==> src/rtl/cpu_pkg.sv <==
// Shared CPU constants: register bank geometry and writeback requester IDs.
package cpu_pkg;
  localparam int DATA_W  = 16;
  localparam int NREGS   = 8;
  localparam int ADDR_W  = 3;
  localparam int REQ_ALU = 0;
  localparam int REQ_LD  = 1;
endpackage

==> src/rtl/rr_arbiter2.sv <==
// Two-way round-robin arbiter. prio_q names the requester favoured on a tie.
// It moves only when a grant is issued.
module rr_arbiter2
  import cpu_pkg::*;
(
  input  logic       clk,
  input  logic       rst,
  input  logic [1:0] req,
  output logic [1:0] grant
);
  logic prio_q, prio_d;

  always_comb begin
    grant  = 2'b00;
    prio_d = prio_q;
    if (!rst) begin
      if (req == 2'b11) grant = prio_q ? 2'b10 : 2'b01;
      else              grant = req;
    end
    // The winner hands priority to the other requester.
    if (grant[REQ_ALU])     prio_d = 1'b1;
    else if (grant[REQ_LD]) prio_d = 1'b0;
  end

  always_ff @(posedge clk) begin
    if (rst) prio_q <= 1'b0;
    else     prio_q <= prio_d;
  end
endmodule

==> src/rtl/regfile_write_arbiter.sv <==
// Shares one register-bank write port between the ALU and load writeback paths.
// Acks are combinational. The chosen write is registered onto reg_we/reg_din.
module regfile_write_arbiter #(
  parameter int DATA_W   = cpu_pkg::DATA_W,
  parameter int NREGS    = cpu_pkg::NREGS,
  parameter int ADDR_W   = cpu_pkg::ADDR_W,
  parameter bit ZERO_REG = 1'b1,
  parameter int CNT_W    = 8
) (
  input  logic              clk,
  input  logic              rst,
  input  logic              req0,
  input  logic [ADDR_W-1:0] addr0,
  input  logic [DATA_W-1:0] data0,
  output logic              ack0,
  input  logic              req1,
  input  logic [ADDR_W-1:0] addr1,
  input  logic [DATA_W-1:0] data1,
  output logic              ack1,
  output logic [NREGS-1:0]  reg_we,
  output logic [DATA_W-1:0] reg_din,
  output logic [CNT_W-1:0]  conflict_cnt
);
  import cpu_pkg::*;

  logic [1:0]        grant;
  logic [ADDR_W-1:0] win_addr;
  logic [DATA_W-1:0] win_data;
  logic              wr_en;
  logic [NREGS-1:0]  reg_we_q, reg_we_d;
  logic [DATA_W-1:0] reg_din_q, reg_din_d;
  logic [CNT_W-1:0]  cnt_q, cnt_d;

  rr_arbiter2 u_arb (
    .clk   (clk),
    .rst   (rst),
    .req   ({req1, req0}),
    .grant (grant)
  );

  assign ack0 = grant[REQ_ALU];
  assign ack1 = grant[REQ_LD];

  always_comb begin
    win_addr  = grant[REQ_LD] ? addr1 : addr0;
    win_data  = grant[REQ_LD] ? data1 : data0;
    // A write to a read-only R0 is still acked, but it is dropped here.
    wr_en     = (|grant) && !(ZERO_REG && (win_addr == '0));
    reg_we_d  = '0;
    reg_din_d = reg_din_q;
    if (wr_en) begin
      reg_we_d  = NREGS'(1) << win_addr;
      reg_din_d = win_data;
    end
    cnt_d = cnt_q;
    if (req0 && req1 && (cnt_q != '1)) cnt_d = cnt_q + CNT_W'(1);
  end

  always_ff @(posedge clk) begin
    if (rst) begin
      reg_we_q  <= '0;
      reg_din_q <= '0;
      cnt_q     <= '0;
    end else begin
      reg_we_q  <= reg_we_d;
      reg_din_q <= reg_din_d;
      cnt_q     <= cnt_d;
    end
  end

  assign reg_we       = reg_we_q;
  assign reg_din      = reg_din_q;
  assign conflict_cnt = cnt_q;
endmodule

==> config.mk <==
export PLATFORM = sky130hd
export DESIGN_NAME = regfile_write_arbiter
export DESIGN_NICKNAME = d
export VERILOG_FILES = /design/src/rtl/cpu_pkg.sv /design/src/rtl/rr_arbiter2.sv /design/src/rtl/regfile_write_arbiter.sv
export SDC_FILE = /design/constraint.sdc
export NUM_CORES = 1
export LEC_CHECK = 0
export ABC_AREA = 1
export ABC_CLOCK_PERIOD_IN_PS = 1700
export BUFFER_PORTS_ARGS = -buffer_cell sky130_fd_sc_hd__buf_2
export CORE_MARGIN = 4
export CORE_UTILIZATION = 48
export CTS_CLUSTER_SIZE = 40
export DETAILED_ROUTE_END_ITERATION = 16
export MAX_ROUTING_LAYER = met4
export PLACE_DENSITY = 0.8
export SETUP_SLACK_MARGIN = 0.15
export SKIP_CTS_REPAIR_TIMING = 1
export SYNTH_ARGS = -nofsm -noshare
export SYNTH_HDL_FRONTEND = slang
export SYNTH_SLANG_ARGS = --single-unit
==> constraint.sdc <==
create_clock -name clk -period 1.7 [get_ports clk]
set_input_delay 0.17 -clock clk [delete_from_list [all_inputs] [get_ports clk]]
set_output_delay 0.17 -clock clk [all_outputs]
set_load 0.05 [all_outputs]
==> impl_results.md <==
- Unrepaired setup endpoints after global routing: no
- Required @ worst endpoint: 1.53 ns
- Final TNS setup: 0 ns
- Antenna cell count: 0
- FF+latch count, synth: 33
- Worst Skew: 0.00338 ns
- Initial antenna violation count: 0
- Cell row count: 22
- Port Buffers: 75
- GP Congestion: 0.848
- Top cell type's share of synthesized area: 36.5%
- Share of power burned in the clock network: 28.6%
- Final antenna-violating net count: 0
- M1 WL: 1860 um
- Area Overhead vs Synth: 32.9%
- Register area share after synthesis: 36.5%
- Vias in the first global route: 1,723
- Die area: 4820 sq um
- Leakage: 1.32 nW
- Post-synthesis simple-gate area fraction: 37.8%
- Starting Density: 49.5%
- Mapped Area: 1810 sq um
- WL/cell: 11.6 um
- Psw: 0.680 mW
- Core region area: 3660 sq um
- Count leader, synth: nand2_1
- CP max stage delay: 0.38 ns
- Max-slew violations: 0
- Post-synthesis compound-gate area fraction: 10.8%
- Sw Ratio: 34.8%
- Final hold vios: 0
- F_max: 711 MHz
- Ys async rst share: 0%
- Via Count: 1,930
- Vias per cell: 4.84
- Synth warnings: 0
- CP Capture Type: output port
- Clk slew on worst S/H paths: 0.07 ns
- Hold Startpoint: rst
- Final min period: 1.41 ns
- Critical path peak fanout: 17
- R2r setup slk: 0.32 ns
- Worst R2R Path Depth: 7
- Max Used Layer: met4
- Post-Synth Adder-Cell Area: 0.691%
- Pint: 1.28 mW
- Total track usage: 18.7%
- Worst-case clock buffer depth: 2
- 1st-iter DRT viols: 92
- Crit path from: u_arb.prio_q$_SDFFE_PP0P_
- Htree depth: 2
- Fin crit share: 82.8%
- Post-synthesis cell type count: 29
- Metal3 WL: 266 um
- Ys flop type: dfxtp_1
- # fillers: 336
- Clk Latency, worst-skew pair: 0.28 ns
- R2R Path Start: conflict_cnt[0]$_SDFFE_PP0P_
- Final worst slack: 0.293 ns
- Final count of negative-setup-slack endpoints: 0
- Area leader, netlist: dfxtp_1
- Worst EP arrival: 1.24 ns
- Status: complete, no violations
- Router iterations before antenna repair: 4
- Sequential share of power: 43.3%
- IO Pins: 76
- CTS tree: yes
- Slowest stage cell, crit path: dfxtp_1
- PwrDens: 812 nW/um^2
- R2r endpoint: conflict_cnt[0]$_SDFFE_PP0P_
- Commonest cells in the netlist: nand2_1 (84), inv_1 (37), dfxtp_1 (33)
- Root Driver: clkbuf_8
- Worst hold-check path type: in2reg
- Mean Syn Cell Area: 6.71 sq um
- Synth Instances: 270
- Hold depth: 2
- Pre-CTS setup slack: 0.0416 ns
- GRT overflow: 0
- Crit-path cells: inv_2 -> nand2_2 -> nand2_4 -> clkinv_4 -> buf_6
- Clock Sinks: 33
- Max VDD drop: 430 uV
- First-pass GRT wire length: 7170 um
- Detail Placement HPWL: 3180 um
- Maximum Capacitance Violations: 0
- Die width: 69.4 um
- CTS buffer count: 5
- Synth top area cells: dfxtp_1 (36%), nand2_1 (17%), inv_1 (7.7%)
- # DRC: 0
- WL met2: 2410 um
- Critical path type: reg2out
- Post-synthesis xor/xnor area fraction: 0.483%
- Crit path max-delay family: flip-flops
- WP buf/inv: 3
- Syn_nets: 313
- Layout cells sized above 1: 35.0%
- Pin count of the biggest net entering global routing: 36
- WL final: 4640 um
- Hold Path End: conflict_cnt[7]$_SDFFE_PP0P_
- Worst setup SP type: register
- Post-synth EDFFs: 0
- Die Span Y: 69.4 um
- Largest family of logic cells by synthesized area: simple AND/OR/NAND/NOR gates
- # nets final: 393
- Mux share of post-synthesis cell area: 0%
- Gate power share: 28.1%
==> flip-flops by register name (all words and copies together), names as in the netlist <==
register      cells
reg_din          16
conflict_cnt      8
reg_we            8
u_arb.prio_q      1
==> routing by layer <==
| layer | vias up | global-route usage, % |
|---|---|---|
| met5 | - | - |
| met4 | 0 | 9.11 |
| met2 | 64 | 32.7 |
| li1 | 1000 | - |
| met1 | 854 | 19.6 |
| met3 | 12 | 4.49 |
==> final cells by class <==
cell class	count	area (sq um)	share of cell area (%)
Multi-Input combinational cell	188	1000	41.5
Timing Repair Buffer	82	447	18.6
Clock buffer	6	72.6	3.01
Sequential cell	33	663	27.5
Tap cell	48	60.1	2.49
Inverter	40	155	6.44
Clock inverter	2	10.0	0.416
==> power groups by stage <==
stage          sequential, mW  combinational, mW  clock (mW)
3_3_place_gp            0.862              0.500           0
2_1_floorplan            1.01              0.235           0
3_5_place_dp            0.863              0.510           0
5_1_grt                 0.851              0.600       0.604
4_1_cts                 0.846              0.512       0.566
6_report                0.846              0.550       0.559
==> how the worst max path moves through the flow <==
stage,to,slack [ns],depth (start not counted)
2_1_floorplan,conflict_cnt[3]$_SDFFE_PP0P_,0.18,8
3_3_place_gp,reg_din[1]$_SDFFE_PP0P_,0.12,9
3_5_place_dp,reg_din[3]$_SDFFE_PP0P_,0.04,9
4_1_cts,reg_din[3]$_SDFFE_PP0P_,0.03,8
5_1_grt,conflict_cnt[6]$_SDFFE_PP0P_,0.16,9
6_report,ack1,0.29,5
==> logic make-up (layout without fill, tap and decap cells) <==
group	count (synthesis)	after routing
adder cells (fa/ha/maj)	1	1
flip-flops	33	33
XOR/XNOR	1	1
AND/OR/NAND/NOR	152	155
buffers and inverters	52	130
AO/OA/AOI/OAI	30	30
other	1	1
==> cells in the final DEF (no fill, tap or decap), types with 5 or more instances in the layout <==
cell,n
buf_2,74
clkbuf_8,5
dfxtp_1,31
buf_4,6
a21oi_2,10
nand2_4,5
a21oi_1,11
nand3_1,23
inv_1,36
o21ai_0,6
nand2_1,81
nor2_1,25
==> through the flow <==
step / utilization, % / std cells / power [mW] / instance area, sq um / hold WS, ns
final: 65.8 / 399 / 1.96 / 2410 / 0.229
after global routing: 65.8 / 399 / 2.05 / 2410 / 0.229
after CTS: 62.6 / 393 / 1.92 / 2290 / 0.225
after detailed placement: 60.4 / 385 / 1.37 / 2210 / 0.466
after global placement: 60.4 / 385 / 1.36 / 2210 / 0.457
after floorplan: - / 270 / 1.25 / 1820 / 0.380
(Power assumes the default switching activity.)
